**config.mk**
```make
export PLATFORM = sky130hd
export DESIGN_NAME = dmem_sync
export DESIGN_NICKNAME = d
export VERILOG_FILES = /design/src/rtl/dmem_pkg.sv /design/src/rtl/dmem_array.sv /design/src/rtl/dmem_sync.sv
export SDC_FILE = /design/constraint.sdc
export NUM_CORES = 1
export LEC_CHECK = 0
export CORE_MARGIN = 8
export CORE_UTILIZATION = 45
export CTS_CLUSTER_SIZE = 16
export DETAILED_ROUTE_END_ITERATION = 10
export SLEW_MARGIN = 20
export SYNTH_ARGS = -nofsm -noshare
export SYNTH_HDL_FRONTEND = slang
export SYNTH_HIERARCHICAL = 1
export SYNTH_SLANG_ARGS = --single-unit
```
**constraint.sdc**
```tcl
create_clock -name clk -period 3.2 [get_ports clk]
set_input_delay 0.8 -clock clk [delete_from_list [all_inputs] [get_ports clk]]
set_output_delay 0.8 -clock clk [all_outputs]
set_load 0.02 [all_outputs]
```
**src/rtl/dmem_pkg.sv**
```systemverilog
// Shared types and sizing helpers for the dmem_sync data memory.
// Parity storage is compiled in only when DMEM_PARITY_EN is defined.
package dmem_pkg;

  typedef enum logic {
    INIT  = 1'b0,
    READY = 1'b1
  } dmem_state_t;

`ifdef DMEM_PARITY_EN
  localparam int PAR_BITS = 1;
`else
  localparam int PAR_BITS = 0;
`endif

  // One storage lane per data byte, optionally carrying its parity bit on top
  localparam int LANE_W = 8 + PAR_BITS;

  function automatic int calc_depth(input int addr_w);
    return 1 << addr_w;
  endfunction

  function automatic int calc_nbytes(input int data_w);
    return data_w / 8;
  endfunction

  function automatic int parity_width(input int nbytes);
    return nbytes * PAR_BITS;
  endfunction

endpackage

```
**src/rtl/dmem_array.sv**
```systemverilog
// Byte-lane storage array: synchronous per-lane write, registered 1-cycle read.
// The array itself is never reset; only the read register is.
module dmem_array
  import dmem_pkg::*;
#(
  parameter int NLANES = 1,
  parameter int ADDR_W = 4
) (
  input  logic                          clk,
  input  logic                          rst_n,
  input  logic                          we_i,
  input  logic                          re_i,
  input  logic [NLANES-1:0]             lane_we_i,
  input  logic [ADDR_W-1:0]             addr_i,
  input  logic [NLANES-1:0][LANE_W-1:0] wdata_i,
  output logic [NLANES-1:0][LANE_W-1:0] rdata_o
);

  localparam int DEPTH = calc_depth(ADDR_W);

  logic [NLANES-1:0][LANE_W-1:0] mem_q [DEPTH];
  logic [NLANES-1:0][LANE_W-1:0] rdata_q;

  always_ff @(posedge clk) begin
    if (we_i) begin
      for (int b = 0; b < NLANES; b++) begin
        if (lane_we_i[b]) mem_q[addr_i][b] <= wdata_i[b];
      end
    end
  end

  // Holds its value between reads so the response data stays stable
  always_ff @(posedge clk or negedge rst_n) begin
    if (!rst_n) rdata_q <= '0;
    else if (re_i) rdata_q <= mem_q[addr_i];
  end

  assign rdata_o = rdata_q;

endmodule

```
**src/rtl/dmem_sync.sv**
```systemverilog
// Synchronous data memory with valid/ready request port, init sequencer and
// optional per-byte even parity (enabled by defining DMEM_PARITY_EN).
module dmem_sync
  import dmem_pkg::*;
#(
  parameter int                DATA_W   = 8,
  parameter int                ADDR_W   = 4,
  parameter logic [DATA_W-1:0] INIT_VAL = '0
) (
  input  logic                 clk,
  input  logic                 rst_n,
  input  logic                 clear,
  input  logic                 req_valid,
  output logic                 req_ready,
  input  logic                 req_we,
  input  logic [ADDR_W-1:0]    req_addr,
  input  logic [DATA_W-1:0]    req_wdata,
  input  logic [DATA_W/8-1:0]  req_be,
  input  logic                 req_perr_inj,
  output logic                 rsp_valid,
  output logic [DATA_W-1:0]    rsp_rdata,
  output logic                 rsp_perr,
  output logic                 init_busy
);

  localparam int NBYTES = calc_nbytes(DATA_W);

  dmem_state_t state_q;
  logic [ADDR_W-1:0] init_cnt_q;
  logic req_ready_q;
  logic init_busy_q;
  logic rsp_valid_q;
  logic req_fire;

  logic arr_we;
  logic arr_re;
  logic [NBYTES-1:0] arr_lane_we;
  logic [ADDR_W-1:0] arr_addr;
  logic [NBYTES-1:0][LANE_W-1:0] arr_wdata;
  logic [NBYTES-1:0][LANE_W-1:0] arr_rdata;

  assign req_fire = req_valid & req_ready_q;

  // A request arriving with clear is still accepted; INIT begins on the next cycle
  always_ff @(posedge clk or negedge rst_n) begin
    if (!rst_n) begin
      state_q     <= INIT;
      init_cnt_q  <= '0;
      req_ready_q <= 1'b0;
      init_busy_q <= 1'b1;
    end else begin
      case (state_q)
        INIT: begin
          init_cnt_q <= init_cnt_q + ADDR_W'(1);
          if (init_cnt_q == {ADDR_W{1'b1}}) begin
            state_q     <= READY;
            req_ready_q <= 1'b1;
            init_busy_q <= 1'b0;
          end
        end
        READY: begin
          if (clear) begin
            state_q     <= INIT;
            init_cnt_q  <= '0;
            req_ready_q <= 1'b0;
            init_busy_q <= 1'b1;
          end
        end
        default: state_q <= INIT;
      endcase
    end
  end

  // The init sequencer owns the array port while INIT; otherwise the CPU request does
  always_comb begin
    arr_we      = 1'b0;
    arr_re      = 1'b0;
    arr_lane_we = '0;
    arr_addr    = req_addr;
    arr_wdata   = '0;
    if (state_q == INIT) begin
      arr_we      = 1'b1;
      arr_addr    = init_cnt_q;
      arr_lane_we = '1;
      for (int b = 0; b < NBYTES; b++) begin
`ifdef DMEM_PARITY_EN
        arr_wdata[b] = {^INIT_VAL[b*8 +: 8], INIT_VAL[b*8 +: 8]};
`else
        arr_wdata[b] = INIT_VAL[b*8 +: 8];
`endif
      end
    end else if (req_fire) begin
      arr_we      = req_we;
      arr_re      = ~req_we;
      arr_lane_we = req_be;
      for (int b = 0; b < NBYTES; b++) begin
`ifdef DMEM_PARITY_EN
        arr_wdata[b] = {(^req_wdata[b*8 +: 8]) ^ req_perr_inj, req_wdata[b*8 +: 8]};
`else
        arr_wdata[b] = req_wdata[b*8 +: 8];
`endif
      end
    end
  end

  dmem_array #(
    .NLANES (NBYTES),
    .ADDR_W (ADDR_W)
  ) u_array (
    .clk       (clk),
    .rst_n     (rst_n),
    .we_i      (arr_we),
    .re_i      (arr_re),
    .lane_we_i (arr_lane_we),
    .addr_i    (arr_addr),
    .wdata_i   (arr_wdata),
    .rdata_o   (arr_rdata)
  );

  always_ff @(posedge clk or negedge rst_n) begin
    if (!rst_n) rsp_valid_q <= 1'b0;
    else rsp_valid_q <= req_fire & ~req_we;
  end

  always_comb begin
    rsp_rdata = '0;
    for (int b = 0; b < NBYTES; b++) begin
      rsp_rdata[b*8 +: 8] = arr_rdata[b][7:0];
    end
  end

`ifdef DMEM_PARITY_EN
  logic [NBYTES-1:0] lane_err;

  always_comb begin
    lane_err = '0;
    for (int b = 0; b < NBYTES; b++) begin
      lane_err[b] = ^arr_rdata[b];
    end
  end

  assign rsp_perr = rsp_valid_q & (|lane_err);
`else
  logic unused_perr_inj;

  assign unused_perr_inj = req_perr_inj;
  assign rsp_perr        = 1'b0;
`endif

  assign req_ready = req_ready_q;
  assign init_busy = init_busy_q;
  assign rsp_valid = rsp_valid_q;

endmodule

```
Word level (Yosys, flattened, before mapping) --
Memory sizes are Yosys's and may differ from the RTL's. A register that Yosys moved wholly into a read port is not among the register bits. Cells that the tools add are included.
Storage, ports and cells: memories kept 1, input bits 19, register bits 8, RAM bits 128
Memories:
- u_array.mem_q | words 16, width 8, read ports 1, clocked after memory_dff 1, write ports 1, line dmem_array.sv:21 | logic [NLANES-1:0][LANE_W-1:0] mem_q [DEPTH];
Operators by class: add/subtract/negate cells 1, multiplexer cells 23, equality and inequality tests 3, bitwise operators 4, reduce and logical (&&, ||, !) cells 2
Operator list (count):
- 8-bit two-way mux | 2
- 1-bit two-way mux | 15
- 4-bit two-way mux | 2
- 4-bit case mux with 2 select lines | 1
- 1-bit case mux with 2 select lines | 3
- 4-bit by 1-bit adder with 4-bit output, second input constant | 1
- 4-bit == test, second input constant | 1
- 2-bit inequality test, second input constant | 2
- 1-bit AND | 2
- 1-bit NOT | 2
- 2-bit AND reduction | 1
- 1-bit logical NOT | 1

Logic depth before layout (Yosys ltp) --
Gate-level depths: netlist (run 1).
word-level depth 6, mapped depth 9

Cells and area by module --
Netlist (run 1), hierarchy kept.
By module, submodules not included:
- dmem_array | times used 1, seq. area each 4043.9 um^2, cells each 281, area an instance 5342.6 um^2
- dmem_sync | times used 1, seq. area each 201.4 um^2, cells each 55, area an instance 524.3 um^2

Worst setup path after synthesis (run 1) --
Ideal clock, no wire load.
kind input to register, start in req_addr[0], end mem u_array/mem_q[2][0] (netlist bit), enable pin, buffers on the path 3, setup slack 0.450 ns, stages on the path 6, data required time 2.817 ns, setup time 0.383 ns, data arrival time 2.367 ns, cells stage by stage mux2_2 -> buf_6 -> buf_6 -> buf_4 -> nand4b_1 -> nor3_1
On the way: cells in the longest elaborated chain, start to end 1
RTL lines:
- start, declared | line dmem_sync.sv:16 | input logic [ADDR_W-1:0] req_addr,
- 4-bit two-way mux | line dmem_sync.sv:81 | if (state_q == INIT) begin
- end, declared | line dmem_array.sv:21
Every way passes these cells.

Worst setup path in the final report (run 1) --
start in req_addr[0], end reg u_array.rdata_q, in the netlist u_array/rdata_o[0], read port of u_array.mem_q
On the way: cells in the longest elaborated chain, start to end 1
RTL lines:
- 4-bit two-way mux | line dmem_sync.sv:81
- named net arr_addr[0] | line dmem_sync.sv:38 | logic [ADDR_W-1:0] arr_addr;
- end, declared | line dmem_array.sv:22 | logic [NLANES-1:0][LANE_W-1:0] rdata_q;
The timed path passes the listed nets, and every way through them passes these cells. A chain may end at the register's enable or synchronous reset.

==> results.py, run 1 <==
metrics = {
    "logic_synthesis": {
        "synth_compound_area_frac": 0.0465,
        "synthAdderAreaFrac": 0.00213,
        "syn_area_per_cell_um2": 17.5,
        "synth_nets": 356,
        "async_flop_share": 0.111,
        "synth_top_family_by_area": "multiplexers",
        "synthCells": 336,
        "synth_edf_count": 128,
        "synth_xor_area_frac": 0.00299,
        "ys_types": 47,
        "yosysWarnings": 6,
        "yosys.area_share.simple": 0.0650,
        "ys_ff_latch": 144,
        "syn_area_um2": 5870,
        "synth_top_flop_cell": "edfxtp_1",
        "yosysSeqAreaShare": 0.724,
        "muxShareOfSynthArea": 0.128,
    },
    "timing": {
        "setup_tns_ps": 0,
        "relSlewSlack": 0.480,
        "finalWorstSetupSlack_ps": 688,
        "worstMarginPinSlew_ps": 778,
        "rsz0062_at_grt": "false",
        "max_freq_mhz": 398,
        "drv_slew": 0,
        "fin_skew_ps": 5.77,
        "min_period_over_period": 0.785,
        "finalSetupViolations": 0,
        "finalHoldViolations": 0,
        "fin_crit_ps": 2510,
    },
    "clocking": {
        "post-cts-setup-buffers": 0,
        "cts_hold_buf": 0,
        "clockBufferDepth": 2,
        "clock_sinks": 144,
        "cts_resized": 0,
        "insertion_delay_ps": 410,
        "cts_tree": "done",
        "cts_buffers": 17,
        "htree_num_levels": 4,
        "cts_root_buf": "clkbuf_16",
        "path_clk_slew_ps": 60,
    },
    "place": {
        "port_buffers": 28,
        "dp.cells": 542,
        "place_congestion": 0.803,
        "place_ws_ps": 265,
        "dp_hpwl_um": 7630,
    },
    "worst_setup_path": {
        "critical-path-slowest-cell": "mux4_1",
        "start_kind": "input pin",
        "crit_chain": "clkdlybuf4s50_1 -> mux2_2 -> buf_4 -> mux4_1 -> o21ai_1 -> a31oi_1",
        "crit_family": "multiplexers",
        "crit_arrival_ps": 2790,
        "crit_path_max_incr_delay_ps": 580,
        "worstSetupPathType": "in -> reg",
        "endpoint_kind": "register",
        "critPathMaxFanout": 8,
        "crit_buf_inv": 2,
        "worstPathRequired_ps": 3480,
    },
    "die": {
        "fp-row-count": 41,
        "die-area_um2": 16900,
        "num_io_pins": 31,
        "die_width_um": 130,
        "start_util": 0.463,
        "die_y_um": 130,
        "core_um2": 12700,
    },
    "route": {
        "top_layer_used": "met4",
        "drc": 0,
        "wl_per_cell_um": 20.4,
        "wl_met3_um": 874,
        "dr.pass1.iters": 4,
        "wl_met1_um": 5100,
        "drt-total-wl_um": 11700,
        "met2_length_um": 5630,
        "via_per_inst": 5.32,
        "vias": 3051,
        "detail_route.iter0.violations": 195,
        "ant_nets": 0,
    },
    "layout": {
        "final_cells": 574,
        "n_antenna_cell": 0,
        "syn2layout_area_growth_pct": 20.2,
        "register_area_um2": 4250,
        "nets": 409,
        "multi_input_area_um2": 1440,
        "drive_gt1_frac": 0.199,
        "final_common_cell": "edfxtp_1",
        "final_cell_mix": "edfxtp_1 (128), mux2i_1 (32), nor2_1 (29)",
        "fillers": 992,
        "postLayoutCoreUtil": 0.557,
    },
    "global_route": {
        "antenna_found_initial": 0,
        "grt_max_degree": 33,
        "grt_pass1_vias": 3235,
        "gr-total-overflow": 0,
        "grt_use_total": 0.150,
        "grt_pass1_wl_um": 18300,
    },
    "pwr": {
        "power_switching_mw": 2.24,
        "swShare": 0.310,
        "p_clk_frac": 0.297,
        "vdd_drop_max_mv": 0.527,
        "combPwrFrac": 0.328,
        "power_frac_seq": 0.375,
        "p_leak_nw": 2.50,
        "intPower_mw": 4.97,
        "powerDensity_nw_per_um2": 1020,
    },
    "hold_path": {
        "hp-class": "reg -> reg",
    },
    "outcome": {
        "status": "complete, no violations",
    },
    "run": {
        "maxCapViolations": 0,
    },
}
worst register-to-register path: cells and delay by family (launching register included):
family / cells / cell delay, ps
flops: 1 / 630
compound gates: 2 / 360
buf+inv: 1 / 240
mux: 2 / 1040
Yosys cell counts, types with 2 or more instances:
library cell  instances  area, µm²
buf_4                 4       30.0
o221a_2               2       22.5
a31oi_1               8       50.1
nor3_1                4       20.0
nor2b_1               3       18.8
edfxtp_1            128       3840
mux2_2                4       45.0
and2_1                2       12.5
or3b_1                2       17.5
a22oi_1               5       37.5
buf_6                 6       67.6
buf_2                 3       15.0
o21ai_0               4       20.0
mux2i_1              32        320
mux4_2               10        225
o21ai_1               2       10.0
mux4_1                6        158
nand2b_1              3       18.8
inv_1                 3       11.3
a221oi_1              3       26.3
nand3_1               6       30.0
nor2_1               29        109
nand2_1              12       45.0
dfrtp_1              15        375
and2_4                7       61.3
o22ai_1              12       75.1
registers in the layout, indices dropped and copies added, names as in the netlist:
register and flops:
u_array/mem_q 128, init_busy 1, state_q 1, init_cnt_q 4, rsp_valid 1, req_ready 1, u_array/rdata_o 8
per-stage QoR:
stage	area, µm²	hold slack (ps)	power, mW
2_1_floorplan	5870	502	4.39
3_3_place_gp	6400	490	5.09
3_5_place_dp	6400	505	5.13
4_1_cts	7050	513	7.28
5_1_grt	7050	527	7.57
6_report	7050	508	7.21
final cells by class:
class,count,share of cell area
multi-input cells,170,0.204
well taps,172,0.0305
repair buffers,53,0.0699
clock buffers,19,0.0628
inverters,3,0.00160
clock inverters,13,0.0296
flip-flops and latches,144,0.602
metal layers:
metal  up-vias  global-route usage
met1      1536               0.188
li1       1422                   -
met3        13              0.0461
met4         0              0.0499
met5         -                   0
met2        80               0.242
kinds of logic (layout without fill, tap and decap cells):
logic type | count (synthesis) | after routing
buf+inv | 22 | 88
mux | 52 | 52
simple gates | 74 | 74
flops | 144 | 144
compound gates | 40 | 40
other cells | 1 | 1
fa+ha+maj | 1 | 1
xor+xnor | 2 | 2
worst paths after layout:
path	startpoint	to	slack [ps]	depth (start not counted)
worst max register to register	state_q	u_array/rdata_o[0]	800	5
max in group asynchronous	rst_n	init_cnt_q[1]	1870	1
worst min register to register	init_busy	init_busy	510	2
worst max-delay path	req_addr[0]	u_array/rdata_o[0]	690	6
min in group asynchronous	rst_n	u_array/rdata_o[0]	850	1
worst min-delay path	init_busy	init_busy	510	2
power by group through the flow:
| stage | combinational [mW] | sequential (mW) | clock [mW] |
|---|---|---|---|
| floorplan | 1.62 | 2.77 | 0 |
| detailed placement | 2.39 | 2.74 | 0 |
| CTS | 2.40 | 2.71 | 2.17 |
| finish | 2.37 | 2.70 | 2.14 |
| global route | 2.57 | 2.75 | 2.25 |
| global placement | 2.37 | 2.72 | 0 |
(Power assumes the default switching activity.)
==> run 2: changes to the inputs <==
Settings changed: PLACE_DENSITY from default to 0.65.
Clock period 3.2 ns to 2.1 ns, I/O delays scaled along.
==> run 2 against run 1 <==
Against the previous run: worst setup slack worse by 670 ps; flip-flop and latch count stayed put; clock skew is 0.84 ps higher; wire length is 3.3% higher; power is 54% higher.
==> results.py, run 2 (synthesis results as in run 1) <==
metrics = {
    "worst_setup_path": {
        "worstSetupPathType": "in -> reg",
        "critPathMaxFanout": 14,
        "worstPathRequired_ps": 2380,
        "r2r_cells": 5,
        "rr_endpoint": "u_array/rdata_o[6]",
        "start_kind": "input pin",
        "endpoint_kind": "register",
        "regToRegStartpoint": "state_q",
        "crit_arrival_ps": 2370,
        "r2r_slack_ps": 80,
    },
    "die": {
        "core_um2": 12700,
        "start_util": 0.463,
        "die_width_um": 130,
        "die_y_um": 130,
        "die-area_um2": 16900,
        "num_io_pins": 31,
        "fp-row-count": 41,
    },
    "timing": {
        "finalSetupViolations": 0,
        "max_freq_mhz": 480,
        "finalWorstSetupSlack_ps": 16.8,
        "finalHoldViolations": 0,
        "hold_ws_ps": 425,
        "fin_crit_ps": 2080,
        "drv_slew": 0,
        "rsz0062_at_grt": "true",
        "setup_tns_ps": 0,
        "worstMarginPinSlew_ps": 650,
        "fin_skew_ps": 6.61,
        "min_period_over_period": 0.992,
        "relSlewSlack": 0.567,
    },
    "clocking": {
        "cts_root_buf": "clkbuf_16",
        "clockBufferDepth": 2,
        "htree_num_levels": 4,
        "insertion_delay_ps": 410,
        "cts_tree": "done",
        "path_clk_slew_ps": 60,
        "clock_sinks": 144,
        "cts_buffers": 17,
    },
    "global_route": {
        "antenna_found_initial": 0,
        "gr-total-overflow": 0,
        "grt_pass1_vias": 3224,
        "grt_max_degree": 17,
        "grt_pass1_wl_um": 18700,
        "grt_use_total": 0.154,
    },
    "hold_path": {
        "hp-class": "in -> async",
    },
    "layout": {
        "syn2layout_area_growth_pct": 23.4,
        "design_area_um2": 7240,
        "top_register": "u_array/mem_q",
        "largest_reg_flops": 128,
        "final_cell_mix": "edfxtp_1 (128), buf_4 (40), mux2i_1 (32)",
        "fillers": 973,
        "drive_gt1_frac": 0.269,
        "nets": 431,
        "final_common_cell": "edfxtp_1",
        "n_antenna_cell": 0,
    },
    "pwr": {
        "powerDensity_nw_per_um2": 1530,
        "p_leak_nw": 2.61,
        "vdd_drop_max_mv": 0.818,
        "power_mw": 11.1,
    },
    "place": {
        "port_buffers": 28,
        "place_ws_ps": -413,
        "place_congestion": 0.788,
        "dp_hpwl_um": 8190,
        "dpl_cell_area_um2": 6640,
    },
    "route": {
        "vias": 3189,
        "detail_route.iter0.violations": 218,
        "drt-total-wl_um": 12100,
        "via_per_inst": 5.35,
        "drc": 0,
        "wl_per_cell_um": 20.3,
        "dr.pass1.iters": 4,
        "ant_nets": 0,
    },
    "outcome": {
        "status": "complete, no violations",
    },
    "run": {
        "maxCapViolations": 0,
    },
}
[run 2: stage by stage]
step                       util  std cells
after CTS                 0.569        594
after detailed placement  0.524        562
after floorplan               -        336
after global placement    0.524        562
after global routing      0.572        596
final                     0.572        596
[run 2: worst max path at each step]
stage	startpoint	slack, ps	depth (start not counted)	to
CTS	req_addr[0]	4	7	u_array/rdata_o[2]
detailed placement	req_addr[0]	-410	7	u_array/rdata_o[2]
global route	req_addr[0]	-10	6	u_array/rdata_o[6]
floorplan	req_addr[0]	-170	6	u_array/mem_q[6][0]
global placement	req_addr[0]	-390	7	u_array/rdata_o[2]
finish	req_addr[0]	20	6	u_array/rdata_o[6]
[run 2: final cells by class]
| class | count | area [µm²] | area share |
|---|---|---|---|
| Inverter | 3 | 11.3 | 0.00155 |
| Sequential cell | 144 | 4250 | 0.586 |
| Clock buffer | 20 | 457 | 0.0631 |
| Timing Repair Buffer | 75 | 706 | 0.0974 |
| Multi-Input combinational cell | 170 | 1500 | 0.206 |
| Clock inverter | 12 | 111 | 0.0154 |
| Tap cell | 172 | 215 | 0.0297 |
[run 2: per-layer routing]
metal	share of wire	global-route usage	up-vias
li1	-	-	1477
met1	0.43	0.202	1609
met2	0.49	0.241	91
met3	0.072	0.0400	12
met4	0.015	0.0622	0
met5	0	0	-
[run 2: critical path, cell delays in order]
cell and delay [ps]:
clkdlybuf4s50_1 470, mux2_4 310, buf_4 250, mux4_2 560, o21ai_1 160, a31oi_1 90
[run 2: timing repair]
action                                  in CTS  in global routing
hold buffers                                 0                  0
buffers inserted                             0                  2
endpoints found under the setup margin       0                 37
gates resized for setup                      0                  5
[run 2: power breakdown]
part	leakage, nW	internal, mW	switching, mW
registers	1.39	3.88	0.247
clock network	0.273	1.70	1.12
logic	0.943	1.93	2.23
==> run 3: changes to the inputs <==
Settings changed: HOLD_SLACK_MARGIN from default to 0.06, PLACE_DENSITY 0.65 to 0.77.
==> run 3 against run 2 <==
Against the previous run: non-clock buffer count increased by 1; utilization increased by 0.39 points; global-route usage increased by 0.17 points; combinational power increased by 4%.
==> results.py, run 3 (synthesis results as in run 1) <==
metrics = {
    "timing": {
        "finalHoldViolations": 0,
        "setup_tns_ps": 0,
        "min_period_over_period": 0.968,
        "finalSetupViolations": 0,
        "finalWorstSetupSlack_ps": 68.0,
        "relSlewSlack": 0.612,
        "drv_slew": 0,
        "fin_crit_ps": 2030,
        "worstMarginPinSlew_ps": 583,
        "fin_skew_ps": 6.17,
        "max_freq_mhz": 492,
        "rsz0062_at_grt": "false",
    },
    "global_route": {
        "gr-total-overflow": 0,
        "grt_pass1_vias": 3342,
        "grt_pass1_wl_um": 19000,
        "grt_use_total": 0.156,
        "grt_max_degree": 18,
        "antenna_found_initial": 0,
    },
    "die": {
        "core_um2": 12700,
        "die_width_um": 130,
        "num_io_pins": 31,
        "fp-row-count": 41,
        "start_util": 0.463,
        "die_y_um": 130,
        "die-area_um2": 16900,
    },
    "worst_setup_path": {
        "endpoint_kind": "register",
        "crit_chain": "mux2_4 -> buf_12 -> buf_4 -> mux4_2 -> a22oi_1 -> a31oi_1",
        "worstSetupPathType": "reg -> reg",
        "critical-path-slowest-cell": "dfrtp_2",
        "r2r_cells": 6,
        "critPathMaxFanout": 8,
        "worstPathRequired_ps": 2390,
        "crit_arrival_ps": 2320,
        "start_kind": "register",
        "r2r_slack_ps": 70,
        "regToRegStartpoint": "state_q",
        "crit_path_max_incr_delay_ps": 460,
        "crit_buf_inv": 2,
        "crit_family": "multiplexers",
        "rr_endpoint": "u_array/rdata_o[5]",
    },
    "clocking": {
        "path_clk_slew_ps": 60,
        "cts_buffers": 17,
        "clock_sinks": 144,
        "clockBufferDepth": 2,
        "cts_tree": "done",
        "cts_root_buf": "clkbuf_16",
        "htree_num_levels": 4,
        "insertion_delay_ps": 420,
    },
    "layout": {
        "n_antenna_cell": 0,
        "largest_reg_flops": 128,
        "design_area_um2": 7290,
        "top_register": "u_array/mem_q",
        "final_cell_mix": "edfxtp_1 (128), buf_4 (37), mux2i_1 (32)",
        "final_common_cell": "edfxtp_1",
        "syn2layout_area_growth_pct": 24.3,
        "nets": 432,
        "postLayoutCoreUtil": 0.575,
        "drive_gt1_frac": 0.264,
    },
    "place": {
        "place_congestion": 0.831,
        "port_buffers": 28,
        "place_ws_ps": -390,
        "dpl_cell_area_um2": 6650,
        "dp_hpwl_um": 8180,
    },
    "route": {
        "vias": 3306,
        "drc": 0,
        "dr.pass1.iters": 5,
        "detail_route.iter0.violations": 283,
        "wl_per_cell_um": 20.5,
        "ant_nets": 0,
        "drt-total-wl_um": 12200,
        "via_per_inst": 5.54,
    },
    "pwr": {
        "vdd_drop_max_mv": 0.802,
        "powerDensity_nw_per_um2": 1550,
        "p_leak_nw": 2.63,
    },
    "hold_path": {
        "hp-class": "in -> async",
    },
    "run": {
        "maxCapViolations": 0,
    },
    "outcome": {
        "status": "complete, no violations",
    },
}
[run 3: cell types whose count changed in the layout (fill, tap and decap cells not counted), sizes merged]
cell,change
bufinv,+1
inv,-1
buf,+1
clkbuf,+2
dlygate4sd2,+1
clkinvlp,-2
clkdlybuf4s50,-1
[run 3: area by class of cell]
cell class,instances,area [µm²]
repair buffers,76,753
clock inverters,10,113
fillers,940,5380
clock buffers,22,444
flip-flops and latches,144,4250
multi-input cells,170,1510
inverters,3,11.3
well taps,172,215
[run 3: worst max-delay path by stage]
stage	start	end	slack, ps	cells past startpoint
2_1_floorplan	req_addr[0]	u_array/mem_q[6][0]	-170	6
3_3_place_gp	req_addr[0]	u_array/rdata_o[6]	-370	6
3_5_place_dp	req_addr[0]	u_array/rdata_o[3]	-390	5
4_1_cts	req_addr[0]	u_array/mem_q[5][1]	20	6
5_1_grt	state_q	u_array/rdata_o[2]	1	6
6_report	state_q	u_array/rdata_o[5]	70	6
[run 3: where the power goes]
part	total, mW	switching [mW]	internal (mW)
Combinational	4.32	2.27	2.05
Sequential	4.13	0.249	3.88
Clock	2.82	1.08	1.74
[run 3: repair_timing]
action	in CTS	in global routing
endpoints found under the hold margin	0	0
setup buffers	0	6
resized for setup	2	8
hold buffers	0	0
endpoints found under the setup margin	11	37
pin swaps	0	1
[run 3: metrics by stage]
step	hold WS (ps)	instances	total power, mW
global route	490	597	11.8
CTS	450	591	11.1
finish	457	597	11.3
global placement	489	559	8.12
floorplan	229	336	6.83
detailed placement	501	559	8.29
[run 3: metal layers]
layer	track usage	wire length, µm
met5	0	0
met2	0.244	5950
met3	0.0408	802
met1	0.196	5060
met4	0.0827	411
[run 3: worst reg2reg max path, cell delays in order, from the launching register on]
cell and delay (ps):
dfrtp_2 460, mux2_4 380, buf_12 160, buf_4 130, mux4_2 430, a22oi_1 220, a31oi_1 120
